==> config.mk <==
export PLATFORM = sky130hd
export DESIGN_NAME = port_b_arbiter
export DESIGN_NICKNAME = d
export VERILOG_FILES = /design/src/rtl/port_b_arbiter.sv
export SDC_FILE = /design/constraint.sdc
export NUM_CORES = 1
export LEC_CHECK = 0
export CORE_AREA = 2 2 92 94
export CTS_BUF_LIST = sky130_fd_sc_hd__clkbuf_8
export CTS_CLUSTER_DIAMETER = 120
export DETAILED_ROUTE_END_ITERATION = 10
export DIE_AREA = 0 0 94 96
export PLACE_DENSITY = 0.81
export SETUP_SLACK_MARGIN = 0.15
export SLEW_MARGIN = 20
export SYNTH_ARGS = -nofsm -noshare
export SYNTH_HDL_FRONTEND = slang
export SYNTH_SLANG_ARGS = --single-unit
==> constraint.sdc <==
create_clock -name clk -period 2.3 [get_ports clk]
set_input_delay 0.46 -clock clk [delete_from_list [all_inputs] [get_ports clk]]
set_output_delay 0.46 -clock clk [all_outputs]
set_load 0.01 [all_outputs]
==> src/rtl/port_b_arbiter.sv <==
// Port-B arbiter for duel_ram: round-robin between CPU and debug/loader,
// with a bounded burst lock for the debug requester and a 1-cycle read return.
module port_b_arbiter #(
  parameter int unsigned MAX_LOCK = 16
) (
  input  logic        clk,
  input  logic        rst,
  input  logic        cpu_req,
  input  logic        cpu_we,
  input  logic [10:0] cpu_addr,
  input  logic [31:0] cpu_wdata,
  output logic        cpu_gnt,
  output logic        cpu_rvalid,
  output logic [31:0] cpu_rdata,
  input  logic        dbg_req,
  input  logic        dbg_we,
  input  logic [10:0] dbg_addr,
  input  logic [31:0] dbg_wdata,
  input  logic        dbg_lock,
  output logic        dbg_gnt,
  output logic        dbg_rvalid,
  output logic [31:0] dbg_rdata,
  output logic [10:0] ram_addr,
  output logic [31:0] ram_wdata,
  output logic        ram_wren,
  input  logic [31:0] ram_q
);

  typedef enum logic {ARB, LOCKED} state_e;

  localparam logic [7:0] MAX_LOCK_C = 8'(MAX_LOCK);

  state_e     state_q, state_d;
  logic       last_dbg_q, last_dbg_d;   // 1: debug held the most recent grant
  logic [7:0] lock_cnt_q, lock_cnt_d;
  logic [7:0] lock_inc;
  logic       cpu_rv_q, dbg_rv_q;

  always_comb begin
    cpu_gnt    = 1'b0;
    dbg_gnt    = 1'b0;
    state_d    = state_q;
    last_dbg_d = last_dbg_q;
    lock_cnt_d = lock_cnt_q;
    lock_inc   = lock_cnt_q + 8'd1;
    if (!rst) begin
      case (state_q)
        ARB: begin
          if (cpu_req && dbg_req) begin
            cpu_gnt = last_dbg_q;
            dbg_gnt = ~last_dbg_q;
          end else begin
            cpu_gnt = cpu_req;
            dbg_gnt = dbg_req;
          end
          // Lock only takes effect once debug has actually won arbitration.
          if (dbg_gnt && dbg_lock && (MAX_LOCK > 1)) begin
            state_d    = LOCKED;
            lock_cnt_d = 8'd1;
          end
        end
        LOCKED: begin
          if (dbg_req) begin
            dbg_gnt = 1'b1;
            if (!dbg_lock || (lock_inc >= MAX_LOCK_C)) begin
              state_d    = ARB;
              lock_cnt_d = 8'd0;
            end else begin
              lock_cnt_d = lock_inc;
            end
          end else begin
            cpu_gnt    = cpu_req;
            state_d    = ARB;
            lock_cnt_d = 8'd0;
          end
        end
        default: begin
          state_d    = ARB;
          lock_cnt_d = 8'd0;
        end
      endcase
      if (cpu_gnt)      last_dbg_d = 1'b0;
      else if (dbg_gnt) last_dbg_d = 1'b1;
    end
  end

  always_ff @(posedge clk) begin
    if (rst) begin
      state_q    <= ARB;
      last_dbg_q <= 1'b1;
      lock_cnt_q <= 8'd0;
      cpu_rv_q   <= 1'b0;
      dbg_rv_q   <= 1'b0;
    end else begin
      state_q    <= state_d;
      last_dbg_q <= last_dbg_d;
      lock_cnt_q <= lock_cnt_d;
      cpu_rv_q   <= cpu_gnt & ~cpu_we;
      dbg_rv_q   <= dbg_gnt & ~dbg_we;
    end
  end

  assign ram_addr  = cpu_gnt ? cpu_addr  : (dbg_gnt ? dbg_addr  : 11'd0);
  assign ram_wdata = cpu_gnt ? cpu_wdata : (dbg_gnt ? dbg_wdata : 32'd0);
  assign ram_wren  = (cpu_gnt & cpu_we) | (dbg_gnt & dbg_we);

  // Reset in the return cycle kills a read that was already in flight.
  assign cpu_rvalid = cpu_rv_q & ~rst;
  assign dbg_rvalid = dbg_rv_q & ~rst;
  assign cpu_rdata  = ram_q;
  assign dbg_rdata  = ram_q;

endmodule

Yosys cells after proc, flatten, opt, wreduce, memory -nomap -nowiden:

Index checks and enable logic that the tools add are counted.

* register bits after elaboration: 12
* input bits: 125
* output and inout port bits: 112
* logic and storage cells: 51

* $add $sub $neg: 1
* bitwise gates (word level): 12
* muxes and demuxes: 26
* $lt $le $gt $ge: 1
* equality and inequality tests: 1
* reduce and logical (&&, ||, !) cells: 5

Operators by type and width (number)
* 32-bit 2-to-1 mux: 2
* 8-bit 2-to-1 mux: 3
* 11-bit 2-to-1 mux: 2
* 8-bit case mux with 2 select lines: 1
* 1-bit 2-to-1 mux: 15
* 8-bit by 1-bit adder with 8-bit output (second input constant): 1
* 8-bit by 5-bit >= comparator with 1-bit output (second input constant): 1
* 1-bit bitwise AND: 6
* 1-bit case mux with 2 select lines: 3
* 1-bit NOT: 5
* 1-bit logical AND: 2
* 2-bit inequality test (second input constant): 1
* 2-bit nonzero test: 1
* 1-bit logical NOT: 1
* 1-bit logical OR: 1
* 1-bit bitwise OR: 1

Logic depth before layout (Yosys ltp):

Gate-level depths: netlist of run 1.

* word-level depth: 9
* gate-level depth with buffers: 6
* depth with buffers taken out: 5

Worst setup path after synthesis of run 1:

OpenSTA, ideal clock, no wires.

* path kind: register -> output
* from: register state_q
* to: output ram_wdata[23]
* arrival time: 1.374 ns
* required time: 1.840 ns
* path buffers: 2
* stages on the path, launching flop included: 7
* setup slack: 0.466 ns
* cell sequence: dfxtp_1 or2b_2 a21oi_1 and2_1 buf_4 buf_6 a22o_1

* elaborated cells between the ends (all ways): 9
* classes of those cells: mux (8); bitwise (1)

RTL lines
* from (decl): line 33 `state_e state_q, state_d;`
* from (signal assigned): line 95 `state_q <= state_d;`
* 1-bit NOT
* 1-bit case mux with 2 select lines (*): line 47 `case (state_q)`
* 1-bit 2-to-1 mux (*) (2 in a row): line 46 `if (!rst) begin`
* via cpu_gnt: line 12 `output logic cpu_gnt,`
* 32-bit 2-to-1 mux (*): line 104 `assign ram_wdata = cpu_gnt ? cpu_wdata : (dbg_gnt ? dbg_wdata : 32'd0);`
* to (decl): line 24 `output logic [31:0] ram_wdata,`

Mark *: on every way through the listed nets, which the timed path passes. The rest lies on a longest branch. The select of a mux whose other input is x is not followed.

Worst setup path after layout of run 1:

* from: register last_dbg_q
* to: output ram_addr[3]

* longest elaborated chain between the ends: 9
* elaborated cells between the ends (all ways): 13
* classes of those cells: mux (12); bitwise (1)

Ends and longest elaborated chain
* from (decl): line 34 `logic last_dbg_q, last_dbg_d;`
* from (signal assigned): line 96 `last_dbg_q <= last_dbg_d;`
* 1-bit NOT: line 51 `dbg_gnt = ~last_dbg_q;`
* 1-bit 2-to-1 mux: line 49 `if (cpu_req && dbg_req) begin`
* 1-bit 2-to-1 mux: line 47
* 1-bit 2-to-1 mux: line 46
* 1-bit case mux with 2 select lines: line 47
* 1-bit 2-to-1 mux (2 in a row): line 46
* 11-bit 2-to-1 mux: line 103 `assign ram_addr = cpu_gnt ? cpu_addr : (dbg_gnt ? dbg_addr : 11'd0);`
* 11-bit 2-to-1 mux (*): line 103
* to (decl): line 23 `output logic [10:0] ram_addr,`

Mark *: on every way between the ends. The rest lies on a longest branch, timed or not. The select of a mux whose other input is x is not followed.

==> flow_summary.ini, run 1 <==
[logic_synthesis]
synth_edf_count = 0
ys_seq_area_frac = 0.1591
yosys_warnings = 0
yosysUniqueCellTypes = 33
synth.cell_area_um2 = 1510
syn_area_per_cell_um2 = 8.581
synth_ff_type = dfxtp_1
synthArstFlopShare = 0
netlist_instances = 176
ys_seq_elements = 12
synth_nets = 302

[placement]
place.gp.congestion = 0.6924
port_buffers = 140
dpl.hpwl_um = 4718
placed_area_um2 = 2574
post-place-ws_ps = -525.7

[cells_and_area]
final_cell_mix = clkdlybuf4s50_1 (91), a22o_1 (43), buf_2 (40), dfxtp_1 (11)
layout-drive-gt1-share = 0.3137
multiInputGateArea_um2 = 705.7
fin_util = 0.3371
synthToLayoutAreaGrowth_pct = 79.70
fin_area_um2 = 2714
diodes = 0
register_area_um2 = 241.5
final_common_cell = clkdlybuf4s50_1
fill_cells = 839
nets = 398

[power_and_ir_drop]
ir_drop_v = 0.0001251
power_leakage_nw = 1.192
power.density_nw_per_um2 = 331.4
total_power_mw = 0.8994

[floorplan]
die_w_um = 94
core_area_um2 = 8051
rows = 33
num_io_pins = 237
start_util = 0.1876
die_h_um = 96
dieArea_um2 = 9024

[timing]
setup_ws_ps = 47.45
maxSlewHeadroom = 0.6848
fin_crit_ps = 2253
max_freq_mhz = 443.9
finalHoldViolCount = 0
rsz0062_at_grt = yes
finClkSkew_ps = 1.066
slew_violations = 0
whs_ps = 489.3
finalSetupViolations = 0
timing.final.crit_share = 0.9794
worst_pin_slew_ps = 470.6

[detailed_routing]
finalWirelength_um = 6172
num_vias = 1650
routedWlPerCell_um = 16.41
viasPerCell = 4.388
dr.pass1.iters = 6
drtIter0Drc = 48
drc_errors = 0
ant_nets = 0

[setup_path]
end_kind = primary output
cp_max_fo = 5
path_class = flop to primary output
cp_data_arrival_time_ps = 1790
cp-start-kind = flop
worstPathRequired_ps = 1840

[job]
max-cap-violations = 0

[clock_network]
htree_levels = 1
cts.clk_slew.worst_paths_ps = 50
tritoncts = done
insertion_delay_ps = 230
cts-root-buf = clkbuf_8
cts_sinks = 12
clk_path_buf_depth = 2
cts_buffers = 3

[global_routing]
grt-ovfl-total = 0
grt_use_total = 0.1215
grt_max_degree = 24
grt_first_pass_wirelength_um = 8438
antenna_found_initial = 0
first_global_vias = 1593

[run_status]
status = complete, no violations

[hold_path]
hold_class = flop to flop
-- synth_stat cells, types with 2 or more instances --
master	instances	area (µm²)
nor2b_1	3	18.77
and2_1	4	25.02
a22o_1	44	385.4
nand3_1	2	10.01
buf_4	65	488.0
nand2_1	4	15.01
and3_1	2	12.51
nor3_1	2	10.01
buf_6	8	90.09
dfxtp_1	12	240.2
o31ai_1	2	15.01
a31oi_1	2	12.51
inv_1	3	11.26
o21ai_0	4	20.02
-- routing by layer --
layer  vias up  share of wire  global-route usage
li1        779              -                   -
met1       752           0.40              0.1553
met2        97           0.49              0.1940
met3        22          0.088             0.04072
met4         0          0.020             0.03744
met5         -              0                   0
-- final cells by class --
type | instances | area share
sequential | 12 | 0.08898
clock buffer | 4 | 0.02029
inverter | 3 | 0.004149
multi-input combinational | 87 | 0.2600
timing repair buffer | 165 | 0.5781
tap | 105 | 0.04841
-- flip-flops by register name (all words and copies together), names as in the netlist --
register,cells
last_dbg_q,1
lock_cnt_q,8
cpu_rv_q,1
state_q,1
dbg_rv_q,1
-- power by group --
group,switching (mW),internal [mW]
sequential,0.00273,0.213
clock,0.0746,0.151
combinational,0.161,0.297
-- cells by family after synthesis --
group / Yosys count / share of synthesized area
AND/OR/NAND/NOR: 27 / 0.1094
buffers and inverters: 77 / 0.3935
adder cells (fa/ha/maj): 1 / 0.008284
AO/OA/AOI/OAI: 58 / 0.3231
flip-flops: 12 / 0.1591
multiplexers: 1 / 0.006628
-- worst max-delay path, cell delays in order (launching register included) --
cell and delay, ps:
dfxtp_2 320, or2b_4 280, nor2_4 100, nor3b_2 50, buf_6 130, buf_6 120, buf_8 120, buf_12 120
a22o_1 170, buf_2 140
-- path summary, 6_finish.rpt --
check                startpoint       endpoint  slack (ps)  cells after the start
hold / removal    lock_cnt_q[5]  lock_cnt_q[5]         490                      1
hold reg to reg   lock_cnt_q[5]  lock_cnt_q[5]         490                      1
setup / recovery     last_dbg_q    ram_addr[3]          50                      9
setup reg to reg  lock_cnt_q[0]        state_q         700                      5
-- metrics by stage --
stage,setup TNS (ps),cells
detailed placement,-19280,358
global placement,-18110,358
finish,0,376
floorplan,0,176
CTS,0,375
global route,-43.56,376
-- timing repair --
action,CTS,global route
gates resized for setup,207,6
pin swaps,11,9
endpoints found under the setup margin,48,45
buffers inserted,9,0
hold buffers,0,0
gates cloned,4,1
No activity file was read; power rests on OpenSTA's default activity.
==> run 2, diff against run 1 <==
Settings changed: PLACE_DENSITY 0.81 to 0.68.
==> run 2 against run 1 <==
  * Design area fell by 0.51%
  * Power increased by 0.94%
  * Global-route usage up 0.17 points
  * Critical path depth unchanged
  * Critical path type unchanged
  * First-iteration DRC count fell by 58%
  * Hold slack better by 1.4 ps
  * Largest power group unchanged
  * Highest routed layer unchanged
  * Sequential power hardly changed
==> flow_summary.ini, run 2 (same netlist as run 1, synthesis figures left out) <==
[cells_and_area]
largest_reg_flops = 8
final_common_cell = clkdlybuf4s50_1
final_cell_mix = clkdlybuf4s50_1 (91), a22o_1 (44), buf_2 (41), dfxtp_1 (11), buf_4 (9)
final_cells = 374
top_register = lock_cnt_q
layout-drive-gt1-share = 0.3123
nets = 396
synthToLayoutAreaGrowth_pct = 78.79
diodes = 0

[job]
max-cap-violations = 0

[clock_network]
cts.clk_slew.worst_paths_ps = 50
cts_sinks = 12
cts_buffers = 3
cts-root-buf = clkbuf_8
tritoncts = done
insertion_delay_ps = 240
clk_path_buf_depth = 2
htree_levels = 1

[placement]
place.gp.congestion = 0.7214
port_buffers = 140
dp.cells = 361
dpl.hpwl_um = 4596

[floorplan]
dieArea_um2 = 9024
rows = 33
core_area_um2 = 8051
die_w_um = 94
start_util = 0.1876
die_h_um = 96
num_io_pins = 237

[detailed_routing]
finalWirelength_um = 6067
drc_errors = 0
dr.pass1.iters = 4
drtIter0Drc = 20
routedWlPerCell_um = 16.22
viasPerCell = 4.270
num_vias = 1597
ant_nets = 0

[timing]
max_freq_mhz = 436.4
slew_violations = 0
finalHoldViolCount = 0
maxSlewHeadroom = 0.6995
finClkSkew_ps = 1.430
fin_crit_ps = 2291
worst_pin_slew_ps = 448.7
fin_setup_tns_ps = 0
timing.final.crit_share = 0.9963
rsz0062_at_grt = yes
finalSetupViolations = 0

[setup_path]
worstPathRequired_ps = 1840
path_class = flop to primary output
end_kind = primary output
cp_data_arrival_time_ps = 1830
cp-start-kind = flop
cp_max_fo = 8

[hold_path]
hold_class = flop to flop

[global_routing]
grt_first_pass_wirelength_um = 8431
grt_max_degree = 17
first_global_vias = 1602
grt_use_total = 0.1233
grt-ovfl-total = 0
antenna_found_initial = 0

[power_and_ir_drop]
power_leakage_nw = 1.184
total_power_mw = 0.9079
power.density_nw_per_um2 = 336.2
ir_drop_v = 0.0001446

[run_status]
status = complete, no violations
run 2: changes by cell type in the layout (fill, tap and decap cells not counted), sizes merged:
cell           change
buf                -1
bufbuf             +1
clkdlybuf4s15      -2
run 2: repair_timing:
item                       CTS  global route
pin swaps                    6             6
hold buffers                 0             0
gates cloned                 5             0
setup buffers                4             0
resized for setup          206             3
setup endpoints to repair   48            45
run 2: stage by stage:
step / hold WS [ps] / util / worst slack [ps] / cell area [µm²]
floorplan: 449.0 / - / 465.9 / 1510
global placement: 470.4 / 0.3240 / -474.3 / 2609
detailed placement: 481.5 / 0.3240 / -471.0 / 2609
CTS: 494.5 / 0.3349 / -20.06 / 2696
global route: 502.9 / 0.3354 / -56.15 / 2700
finish: 490.7 / 0.3354 / 8.600 / 2700
run 2: worst paths after layout:
kind	cells after the start	endpoint	slack [ps]	from
hold / removal	1	lock_cnt_q[7]	490	lock_cnt_q[7]
hold reg to reg	1	lock_cnt_q[7]	490	lock_cnt_q[7]
setup / recovery	9	ram_wdata[19]	9	last_dbg_q
setup reg to reg	5	state_q	670	lock_cnt_q[0]
run 2: cell type report:
| type | instances | area, µm² |
|---|---|---|
| timing repair buffer | 163 | 1556 |
| inverter | 3 | 11.26 |
| sequential | 12 | 241.5 |
| fill | 846 | 5351 |
| clock buffer | 4 | 55.05 |
| tap | 105 | 131.4 |
| multi-input combinational | 87 | 704.4 |
run 2: critical path: stages, from the launching register on:
cell and delay, ps:
dfxtp_2 320, or2b_4 270, buf_6 120, nor2_4 90
nor3b_2 60, buf_6 140, buf_12 130, buf_16 130
a22o_1 180, buf_2 140
run 2: power by group:
group / switching (mW) / internal [mW]
clock: 0.0791 / 0.151
combinational: 0.161 / 0.300
sequential: 0.00292 / 0.213
total: 0.243 / 0.665
run 2: metal layers:
layer  wire length (µm)  global-route usage
met5                  0                   0
met4                193             0.07005
met3                451             0.03054
met2               3192              0.2179
met1               2228              0.1347
==> run 3, diff against run 2 <==
Settings changed: CAP_MARGIN set to 25, CTS_CLUSTER_SIZE set to 8.
==> results of run 3 <==
Final layout, timing and power as in run 2 (identical DEF).
